### config.mk
export PLATFORM = sky130hd
export DESIGN_NAME = ula_ctrl_stage
export DESIGN_NICKNAME = d
export VERILOG_FILES = /design/src/rtl/ula_pkg.sv /design/src/rtl/ula_op_decode.sv /design/src/rtl/ula_ctrl_stage.sv
export SDC_FILE = /design/constraint.sdc
export NUM_CORES = 1
export LEC_CHECK = 0
export CORE_AREA = 2 2 174 176
export DETAILED_ROUTE_END_ITERATION = 12
export DIE_AREA = 0 0 176 178
export HOLD_SLACK_MARGIN = 0.03
export PLACE_DENSITY = 0.79
export SLEW_MARGIN = 15
export SYNTH_ARGS = -nofsm -noshare
export SYNTH_HDL_FRONTEND = slang
export SYNTH_SLANG_ARGS = --single-unit
### constraint.sdc
create_clock -name clk -period 5.35 [get_ports clk]
set_clock_uncertainty 0.1 [all_clocks]
set_input_delay 1.07 -clock clk [delete_from_list [all_inputs] [get_ports clk]]
set_output_delay 1.07 -clock clk [all_outputs]
set_load 0.01 [all_outputs]
### src/rtl/ula_pkg.sv
// ula_pkg: shared types and constants for the ALU-control stage.
//   ula_code_e : 3-bit ALU operation codes driven on ula_ctrl
//   alu_op_e   : 2-bit ALUOp field from main control
//   Funct*     : R-type funct encodings recognised when ALUOp selects funct decode
package ula_pkg;

  typedef enum logic [2:0] {
    UlaAnd = 3'b000,
    UlaOr  = 3'b001,
    UlaAdd = 3'b010,
    UlaSub = 3'b110,
    UlaSlt = 3'b111
  } ula_code_e;

  typedef enum logic [1:0] {
    AluOpAdd   = 2'b00,
    AluOpSub   = 2'b01,
    AluOpFunct = 2'b10,
    AluOpOr    = 2'b11
  } alu_op_e;

  localparam logic [5:0] FunctAdd = 6'b100000;
  localparam logic [5:0] FunctSub = 6'b100010;
  localparam logic [5:0] FunctAnd = 6'b100100;
  localparam logic [5:0] FunctOr  = 6'b100101;
  localparam logic [5:0] FunctSlt = 6'b101010;

  localparam int unsigned NumCnt = 8;

endpackage

### src/rtl/ula_op_decode.sv
// ula_op_decode: purely combinational ALUOp/funct to ULAcontrol decoder.
// Ports:
//   i_alu_op  [1:0] main-control ALUOp
//   i_funct   [5:0] instruction funct field
//   o_code    [2:0] ALU operation code
//   o_illegal       funct not recognised under funct decode
module ula_op_decode
  import ula_pkg::*;
(
  input  logic [1:0] i_alu_op,
  input  logic [5:0] i_funct,
  output logic [2:0] o_code,
  output logic       o_illegal
);

  alu_op_e w_op;
  assign w_op = alu_op_e'(i_alu_op);

  always_comb begin
    o_code    = UlaAdd;
    o_illegal = 1'b0;
    unique case (w_op)
      AluOpAdd: o_code = UlaAdd;
      AluOpSub: o_code = UlaSub;
      AluOpOr:  o_code = UlaOr;
      AluOpFunct: begin
        case (i_funct)
          FunctAdd: o_code = UlaAdd;
          FunctSub: o_code = UlaSub;
          FunctAnd: o_code = UlaAnd;
          FunctOr:  o_code = UlaOr;
          FunctSlt: o_code = UlaSlt;
          // Unknown funct falls back to ADD and is flagged
          default:  o_illegal = 1'b1;
        endcase
      end
      default: o_code = UlaAdd;
    endcase
  end

endmodule

### src/rtl/ula_ctrl_stage.sv
// ula_ctrl_stage: registered ALU-control stage with per-code op counters.
// Ports:
//   clk, reset          clock, synchronous active-high reset
//   in_valid            decode slot carries an instruction
//   alu_op, funct       decode inputs
//   stall, flush        hold stage / insert bubble (flush wins)
//   clr_stats           zero all counters
//   rd_idx              op counter select for readout
//   out_valid, ula_ctrl, illegal  registered decode result
//   rd_data             counter[rd_idx] from previous edge
//   illegal_count       count of illegal loads
module ula_ctrl_stage
  import ula_pkg::*;
(
  input  logic        clk,
  input  logic        reset,
  input  logic        in_valid,
  input  logic [1:0]  alu_op,
  input  logic [5:0]  funct,
  input  logic        stall,
  input  logic        flush,
  input  logic        clr_stats,
  input  logic [2:0]  rd_idx,
  output logic        out_valid,
  output logic [2:0]  ula_ctrl,
  output logic        illegal,
  output logic [31:0] rd_data,
  output logic [31:0] illegal_count
);

  logic [2:0] w_code;
  logic       w_illegal;
  logic       w_load;

  ula_op_decode u_decode (
    .i_alu_op  (alu_op),
    .i_funct   (funct),
    .o_code    (w_code),
    .o_illegal (w_illegal)
  );

  assign w_load = in_valid & ~stall & ~flush;

  // Pipeline register
  logic       r_valid, w_valid_d;
  logic [2:0] r_code, w_code_d;
  logic       r_ill, w_ill_d;

  always_comb begin
    w_valid_d = r_valid;
    w_code_d  = r_code;
    w_ill_d   = r_ill;
    // Flush, or an empty slot while not stalled, both produce a bubble
    if (flush || (!stall && !in_valid)) begin
      w_valid_d = 1'b0;
      w_code_d  = 3'b000;
      w_ill_d   = 1'b0;
    end else if (w_load) begin
      w_valid_d = 1'b1;
      w_code_d  = w_code;
      w_ill_d   = w_illegal;
    end
  end

  // Counters, packed so the whole bank is one vector
  logic [NumCnt-1:0][31:0] r_cnt, w_cnt_d;
  logic [31:0]             r_ill_cnt, w_ill_cnt_d;
  logic [31:0]             r_rd_data;

  always_comb begin
    w_cnt_d     = r_cnt;
    w_ill_cnt_d = r_ill_cnt;
    if (clr_stats) begin
      w_cnt_d     = '0;
      w_ill_cnt_d = '0;
    end else if (w_load) begin
      // Codes 011/100/101 are never produced by the decoder, so those stay 0
      if (r_cnt[w_code] != '1) w_cnt_d[w_code] = r_cnt[w_code] + 32'd1;
      if (w_illegal && (r_ill_cnt != '1)) w_ill_cnt_d = r_ill_cnt + 32'd1;
    end
  end

  always_ff @(posedge clk) begin
    if (reset) begin
      r_valid   <= 1'b0;
      r_code    <= 3'b000;
      r_ill     <= 1'b0;
      r_cnt     <= '0;
      r_ill_cnt <= '0;
      r_rd_data <= '0;
    end else begin
      r_valid   <= w_valid_d;
      r_code    <= w_code_d;
      r_ill     <= w_ill_d;
      r_cnt     <= w_cnt_d;
      r_ill_cnt <= w_ill_cnt_d;
      // Reads the current bank, so a same-cycle increment is not visible
      r_rd_data <= r_cnt[rd_idx];
    end
  end

  assign out_valid     = r_valid;
  assign ula_ctrl      = r_code;
  assign illegal       = r_ill;
  assign rd_data       = r_rd_data;
  assign illegal_count = r_ill_cnt;

endmodule

==> metrics <==
Warnings, synthesis 0; Final Slew Violations 0; MaxCap Viol Count 0; IO buf count 85; Overflow after GRT 0; fin util 0.580; critical path peak fanout 36; setup TNS 0 ns; Via Count 12200; sw power 0.00125 W; Routed wire per std cell 21.5 um; clk buf depth 3; Pint 0.00401 W; Synth Instances 1438; post-route minimum period 4.85 ns; critical path type in -> reg; Final Cycle Share 0.907; critical path launch point funct[1]; die area 31300 um2; n_diodes 0; num ports 86; dpl cell area 15900 um2; Clock Latency Late Sink 0.53 ns; top_reg_cell synth dfxtp_1; Comb power frac 0.071; worst reg2reg path startpoint r_cnt[198]; Post-synth EDFFs 0; share of cells above drive strength 1 0.153; fmax 206 MHz; antenna violations before repair 0; element type at the critical path start input port; Post-CTS Setup Bufs 0; clk root buf clkbuf_16; Crit. End Element register; distinct cell type count after synthesis 67; pre-CTS setup slack 0.140 ns; drt drc 0; row count 63; total clock sinks 325; DIE HEIGHT 178 um; register bit total from synthesis 325; final setup violation count 0; status finished, final reports clean; Avg Inst Size Synth 10.1 um2; TritonCTS clock tree yes; GRT Overall Usage 0.261; routed wire length 41.1 mm; first-pass GRT wire length 65.4 mm; CP Data Required Time 5.58 ns; worst slew pin tran 1.03 ns; final hold viol count 0; CP arrival 5.08 ns; Final Worst Setup Slack 0.500 ns; fin area 17100 um2; Initial Util 0.492; Sw Share 0.238; Die W 176 um; Finished Layout Cells 1910; synthesized area 14500 um2; routability congestion estimate 0.926; Clk network pwr share 0.466; unrepaired setup endpoints after global routing no; vias in the first global route 11800; Clock transition at path regs 0.06 ns; max_slew headroom 0.311; power density cells 308 nW/um2; hold_sp r_cnt[165]; H-Tree Level Count 2; Core ar. 29400 um2; Final #Nets 1513; Post-DP HPWL 25.0 mm; cts repair resizes 0; Syn Nets 1457; Seq/Total Area, Yosys 0.450; Layout area overhead 17.8%; placed insts 1846; Worst IR Drop VDD 0.250 mV; DRT Pass-1 Iters 7; DR iter-0 viols 1583; Post-CTS Hold Buffers 0; post-detailed-route via-to-cell ratio 6.39; hold crit path type reg -> reg; ys async rst share 0; CTS Buf Count 36; post-route ant nets 0; largest net degree at the start of global routing 191; P_leak 5.78 nW; Seq pwr share 0.463
-- per-stage QoR --
stage,hold slack (ns),power [W]
2_1_floorplan,0.324,0.00274
3_3_place_gp,0.337,0.00285
3_5_place_dp,0.339,0.00285
4_1_cts,0.355,0.00527
5_1_grt,0.368,0.00541
6_report,0.352,0.00526
-- registers in the layout (all words and copies together), names as in the netlist --
signal and flops:
illegal 1, illegal_count 32, out_valid 1, r_cnt 256, rd_data 32, ula_ctrl 3
-- cells in the final DEF, fill, tap and decap left out, drive strengths merged, types with 3 or more instances in the layout --
cell	n
dfxtp	325
a211oi	175
a21oi	164
nor2	107
and2	101
clkdlybuf4s50	80
buf	65
mux4	64
clkbuf	55
mux2i	42
xor2	42
nand2	32
nand3	31
nor3	27
o32ai	24
o22ai	23
xnor2	17
inv	17
nand4	17
o21ai	15
nand2b	8
nor4	8
or2	8
clkinv	7
nor2b	5
and4	5
or3	5
a31oi	4
o221ai	4
and3	3
nand4b	3
a22oi	3
-- metal layers --
metal / GRT usage / wire length, um / share of wire / vias to the layer above
met5: 0 / 0 / 0 / -
met4: 0.107 / 1620 / 0.039 / 0
met3: 0.0537 / 4060 / 0.099 / 139
met2: 0.407 / 18400 / 0.45 / 702
met1: 0.355 / 17000 / 0.41 / 5877
li1: - / - / - / 5479
-- kinds of logic after synthesis --
logic type / Yosys count / share of synthesized area
buf+inv: 143 / 0.0424
simple gates: 374 / 0.140
flops: 325 / 0.450
mux: 106 / 0.129
fa+ha+maj: 2 / 0.00173
xor+xnor: 59 / 0.0357
compound gates: 429 / 0.202
-- power by group through the flow --
stage	Sequential (W)	Combinational, W	Clock [W]
after global routing	0.00244	0.000395	0.00258
after CTS	0.00244	0.000366	0.00247
after global placement	0.00249	0.000358	0
after detailed placement	0.00249	0.000364	0
after floorplan	0.00249	0.000248	0
final	0.00244	0.000373	0.00245
-- worst max-delay path, stage by stage --
cell             delay, ns
clkdlybuf4s50_1       0.61
or3b_1                0.54
a21oi_4               0.20
buf_12                0.24
o32ai_1               0.10
a211oi_1              0.39
nand3_1               0.24
or3_4                 0.47
o41a_2                0.58
buf_4                 0.29
a21oi_1               0.26
a211oi_1              0.08
-- cell usage after synthesis (8+ instances only) --
library cell | instances | area share
nand4_1 | 16 | 0.0069
mux2i_1 | 42 | 0.029
buf_1 | 9 | 0.0023
nand2b_1 | 8 | 0.0035
o22ai_1 | 23 | 0.0099
nor2_1 | 107 | 0.028
a21oi_1 | 161 | 0.056
nor3_1 | 23 | 0.0080
a211oi_1 | 161 | 0.084
o21ai_0 | 13 | 0.0045
nand3_1 | 30 | 0.010
a211oi_2 | 13 | 0.011
dfxtp_1 | 325 | 0.45
nand2_1 | 32 | 0.0083
buf_2 | 32 | 0.011
and2_1 | 101 | 0.044
nor4_1 | 8 | 0.0035
mux4_2 | 64 | 0.10
o32ai_1 | 24 | 0.015
inv_1 | 16 | 0.0041
xnor2_1 | 17 | 0.010
clkbuf_1 | 79 | 0.020
xor2_1 | 42 | 0.025
-- worst paths after layout --
path           endpoint  slack (ns)  cells after the start
max           r_cnt[70]        0.50                     12
min          r_cnt[165]        0.35                      1
max reg2reg   r_cnt[70]        2.18                      9
min reg2reg  r_cnt[165]        0.35                      1
-- layout make-up --
type / count / area (um2)
clock buffer: 55 / 1090
clock inverter: 9 / 88.8
fill: 2426 / 12300
inverter: 16 / 60.1
multi-input combinational: 970 / 7400
sequential: 325 / 6510
tap: 390 / 488
timing repair buffer: 145 / 1420
Power figures use the tool's default switching activity.
